## config.mk

```make
export PLATFORM = sky130hd
export DESIGN_NAME = approx_mult_seq_4xn
export DESIGN_NICKNAME = d
export VERILOG_FILES = /design/src/rtl/approx_mult_pkg.sv /design/src/rtl/approx_mult_seq_4xn.sv
export SDC_FILE = /design/constraint.sdc
export NUM_CORES = 1
export LEC_CHECK = 0
export CAP_MARGIN = 5
export CELL_PAD_IN_SITES_DETAIL_PLACEMENT = 1
export CELL_PAD_IN_SITES_GLOBAL_PLACEMENT = 1
export CORE_MARGIN = 2
export CORE_UTILIZATION = 33
export DETAILED_ROUTE_END_ITERATION = 8
export PLACE_DENSITY = 0.84
export SLEW_MARGIN = 20
export SYNTH_ARGS = -nofsm -noshare
export SYNTH_HDL_FRONTEND = slang
export SYNTH_SLANG_ARGS = --single-unit
```

## constraint.sdc

```tcl
create_clock -name clk_i -period 2.5 [get_ports clk_i]
set_input_delay 0.25 -clock clk_i [delete_from_list [all_inputs] [get_ports clk_i]]
set_output_delay 0.25 -clock clk_i [all_outputs]
set_load 0.01 [all_outputs]
```

## src/rtl/approx_mult_pkg.sv

```systemverilog
// rtl/approx_mult_pkg.sv - shared types and widths for the sequential 4xN approximate multiplier
package approx_mult_pkg;

    typedef enum logic [1:0] {
        ST_IDLE = 2'd0,
        ST_RUN  = 2'd1,
        ST_DONE = 2'd2
    } state_e;

    localparam int PP_A_W = 4;
    localparam int PP_B_W = 2;
    localparam int PP_P_W = 6;

    function automatic int calc_p_width(input int b_width);
        return PP_A_W + b_width;
    endfunction

endpackage

```

## src/rtl/approx_mult_seq_4xn.sv

```systemverilog
// rtl/approx_mult_seq_4xn.sv - iterative 4 x B_WIDTH controller around an external 4x2 partial-product multiplier
module approx_mult_seq_4xn
    import approx_mult_pkg::*;
#(
    parameter  int B_WIDTH = 8,
    localparam int P_WIDTH = calc_p_width(B_WIDTH)
) (
    input  logic                clk_i,
    input  logic                rst_i,
    input  logic                in_valid_i,
    output logic                in_ready_o,
    input  logic [PP_A_W-1:0]   a_i,
    input  logic [B_WIDTH-1:0]  b_i,
    output logic [PP_A_W-1:0]   pp_a_o,
    output logic [PP_B_W-1:0]   pp_b_o,
    input  logic [PP_P_W-1:0]   pp_prod_i,
    output logic                out_valid_o,
    input  logic                out_ready_i,
    output logic [P_WIDTH-1:0]  prod_o,
    output logic                ovf_o
);

    localparam int N_STEPS = B_WIDTH / 2;
    localparam int CNT_W   = (N_STEPS > 1) ? $clog2(N_STEPS) : 1;
    localparam logic [CNT_W-1:0] LAST_STEP = CNT_W'(N_STEPS - 1);

    state_e              state_q, state_d;
    logic [CNT_W-1:0]    cnt_q, cnt_d;
    logic [PP_A_W-1:0]   a_q, a_d;
    logic [B_WIDTH-1:0]  b_q, b_d;
    logic [P_WIDTH-1:0]  acc_q, acc_d;
    logic                ovf_q, ovf_d;

    // One guard bit above the result: the shifted product never exceeds P_WIDTH bits,
    // so any carry out of the add lands exactly in sum[P_WIDTH].
    logic [CNT_W:0]      bit_idx;
    logic [P_WIDTH:0]    pp_shift;
    logic [P_WIDTH:0]    sum;

    always_comb begin
        bit_idx  = {cnt_q, 1'b0};
        pp_shift = {{(P_WIDTH + 1 - PP_P_W){1'b0}}, pp_prod_i} << bit_idx;
        sum      = {1'b0, acc_q} + pp_shift;

        state_d = state_q;
        cnt_d   = cnt_q;
        a_d     = a_q;
        b_d     = b_q;
        acc_d   = acc_q;
        ovf_d   = ovf_q;

        case (state_q)
            ST_IDLE: begin
                if (in_valid_i) begin
                    a_d     = a_i;
                    b_d     = b_i;
                    acc_d   = '0;
                    ovf_d   = 1'b0;
                    cnt_d   = '0;
                    state_d = ST_RUN;
                end
            end
            ST_RUN: begin
                acc_d = sum[P_WIDTH-1:0];
                if (sum[P_WIDTH]) begin
                    ovf_d = 1'b1;
                end
                if (cnt_q == LAST_STEP) begin
                    state_d = ST_DONE;
                end else begin
                    cnt_d = cnt_q + CNT_W'(1);
                end
            end
            ST_DONE: begin
                if (out_ready_i) begin
                    state_d = ST_IDLE;
                end
            end
            default: state_d = ST_IDLE;
        endcase
    end

    always_ff @(posedge clk_i) begin
        if (rst_i) begin
            state_q <= ST_IDLE;
            cnt_q   <= '0;
            a_q     <= '0;
            b_q     <= '0;
            acc_q   <= '0;
            ovf_q   <= 1'b0;
        end else begin
            state_q <= state_d;
            cnt_q   <= cnt_d;
            a_q     <= a_d;
            b_q     <= b_d;
            acc_q   <= acc_d;
            ovf_q   <= ovf_d;
        end
    end

    assign in_ready_o  = (state_q == ST_IDLE);
    assign out_valid_o = (state_q == ST_DONE);
    assign pp_a_o      = a_q;
    assign pp_b_o      = (state_q == ST_RUN) ? b_q[bit_idx +: PP_B_W] : '0;
    assign prod_o      = acc_q;
    assign ovf_o       = ovf_q;

endmodule
```

==> reports/qor.yml <==
cts:
  cts_tree: "done"
  cts_made_buffers: 5
  htree_num_levels: 2
  hold_buffers: 0
  cts_root_buffer: "clkbuf_8"
  clk_pin_slew_ns: 0.07
  insertion_delay_ns: 0.28
  clock_sinks: 29
  clockBufferDepth: 2
setup_path:
  crit_type: "reg -> reg"
  worstPathRequired_ns: 2.68
  crit_fanout: 7
  crit_path_end_kind: "flip-flop"
  startpoint_type: "flip-flop"
  worstPathArrival_ns: 2.73
power:
  p_leak_nw: 1.19
  p_int_mw: 0.903
  sw_frac_of_total_pct: 30.3
  p_clk_share_pct: 32.0
  p_total_mw: 1.30
  p_per_area_mw_per_mm2: 478
  p_sw_mw: 0.393
  ir_drop_uv: 337
  power_frac_seq_pct: 39.4
  combPwrFrac_pct: 28.6
global_route:
  grt_usage_pct: 20.2
  grt-ovfl-total: 0
  grt_max_degree: 31
  antenna_found_initial: 0
  grt_pass1_wl_mm: 9.92
  grt_pass1_vias: 2133
logic_synthesis:
  synth_edf_count: 0
  synth_cell_types: 50
  ys_seq_area_share_pct: 31.5
  synth_fp_nets: 261
  synth_top_area_share_pct: 31.5
  yosysTopAreaCell: "dfxtp_1"
  synth_area_leaders: "dfxtp_1, ha_1, a21oi_1"
  yosysMostFrequentCell: "nand2_1"
  netlist_instances: 225
  async_flop_share_pct: 0
  synth.avg_cell_area_um2: 8.20
  ys.warnings.count: 0
  synthTopCellsByCount: "nand2_1, dfxtp_1, a21oi_1"
  netlist_area_mm2: 0.00184
  ys_ff_latch: 29
  synth_flop_cell: "dfxtp_1"
place:
  globalplace.congestion: 0.894
  hpwl_mm: 4.68
  port_buffers: 42
  placedInstanceArea_mm2: 0.00258
timing:
  finalSetupViolCount: 1
  skew_ns: 0.00939
  relSlewSlack_pct: 67.9
  slew_viol_final: 0
  finalCritPeriodShare_pct: 102
  worst_slack_ns: -0.0532
  max_freq_ghz: 0.392
  finalHoldViolations: 0
  rsz0062_at_grt: "true"
  period_needed_ns: 2.55
  tightest_slew_ns: 0.479
final_layout:
  drive_above_1_share_pct: 20.0
  diodes: 0
  layout.nets: 335
  syn_to_final_growth_pct: 47.1
  fin_area_mm2: 0.00271
  fin_util_pct: 49.9
drt:
  via_per_inst: 5.40
  drc_errors: 0
  first_pass_iters: 4
  wl_mm: 6.13
  dr_total_vias: 2009
  drt_iter0_markers: 96
  ant_nets: 0
  wl_per_cell_um: 16.5
status:
  violations: "setup timing"
  status: "complete, but fails checks"
die:
  core_area_mm2: 0.00544
  die_area_mm2: 0.00620
  start_util_pct: 33.9
  die_x_um: 78.8
  io_pins: 43
  rows: 27
  dieHeight_um: 78.8
flow_run:
  max-cap-violations: 0
min_path:
  hold_path.class: "reg -> reg"
critical path, cell delays in order (launching register included):
cell      delay [ns]
dfxtp_4         0.38
buf_4           0.17
nor2b_1         0.14
a22o_1          0.23
ha_1            0.29
a211o_1         0.30
o211ai_1        0.16
a21oi_2         0.11
or4_1           0.42
a32o_1          0.26
cells by family after synthesis:
family	count (synthesis)	share of synthesized area [%]
AND/OR/NAND/NOR	96	26.7
adder cells (fa/ha/maj)	14	9.91
XOR/XNOR	3	1.42
flip-flops	29	31.5
multiplexers	9	6.38
AO/OA/AOI/OAI	60	21.3
buffers and inverters	14	2.85
final timing paths:
path,slack [ns],cells past startpoint,to,startpoint
max,-0.05,9,prod_o[11],cnt_q[0]
min,0.46,2,b_q[2],b_q[2]
max reg2reg,-0.05,9,prod_o[11],cnt_q[0]
min reg2reg,0.46,2,b_q[2],b_q[2]
power groups by stage:
stage	Clock (mW)	Combinational, mW	Sequential [mW]
after detailed placement	0	0.359	0.521
after CTS	0.423	0.365	0.511
after global placement	0	0.342	0.520
final	0.414	0.371	0.511
after floorplan	0	0.178	0.521
after global routing	0.452	0.405	0.514
metal layers:
metal / vias up / track usage (%) / wire length (um)
li1: 973 / - / -
met1: 980 / 23.5 / 2680
met2: 46 / 37.3 / 3120
met3: 10 / 4.32 / 210
met4: 0 / 5.61 / 112
met5: - / 0 / 0
cell type report:
type / instances / area [um^2]
flip-flops and latches: 29 / 586
inverters: 3 / 11.3
well taps: 72 / 90.1
clock buffers: 6 / 82.6
clock inverters: 2 / 13.8
fillers: 669 / 2730
multi-input cells: 182 / 1240
repair buffers: 78 / 691
stage by stage:
step / setup slack [ns] / TNS, ns / hold WS, ns / std cells
6_report: -0.0532 / -0.0532 / 0.456 / 372
5_1_grt: -0.164 / -0.196 / 0.476 / 372
4_1_cts: -0.0389 / -0.0389 / 0.458 / 372
3_5_place_dp: -0.358 / -1.96 / 0.449 / 363
3_3_place_gp: -0.251 / -1.06 / 0.441 / 363
2_1_floorplan: 0.0109 / 0 / 0.386 / 225
sequential cells by signal, indices dropped and copies added, names as in the netlist:
| name | flops |
|---|---|
| b_q | 8 |
| cnt_q | 2 |
| ovf_o | 1 |
| pp_a_o | 4 |
| prod_o | 12 |
| state_q | 2 |
cell usage in the layout (no fill, tap or decap), drive strengths merged, types with 4 or more instances in the layout:
master / n
buf: 36
dfxtp: 29
and3: 6
o21ai: 7
and2: 4
clkbuf: 6
a21oi: 27
nand2: 34
nor2b: 9
clkdlybuf4s50: 42
mux2i: 5
nor2: 13
nand3: 8
nor3: 5
ha: 13
a22oi: 4
what timing repair did:
action | CTS | global route
setup endpoints to repair | 6 | 8
gates resized for setup | 7 | 5
buffers inserted | 1 | 0
pin swaps | 3 | 2
Power figures use the tool's default switching activity.
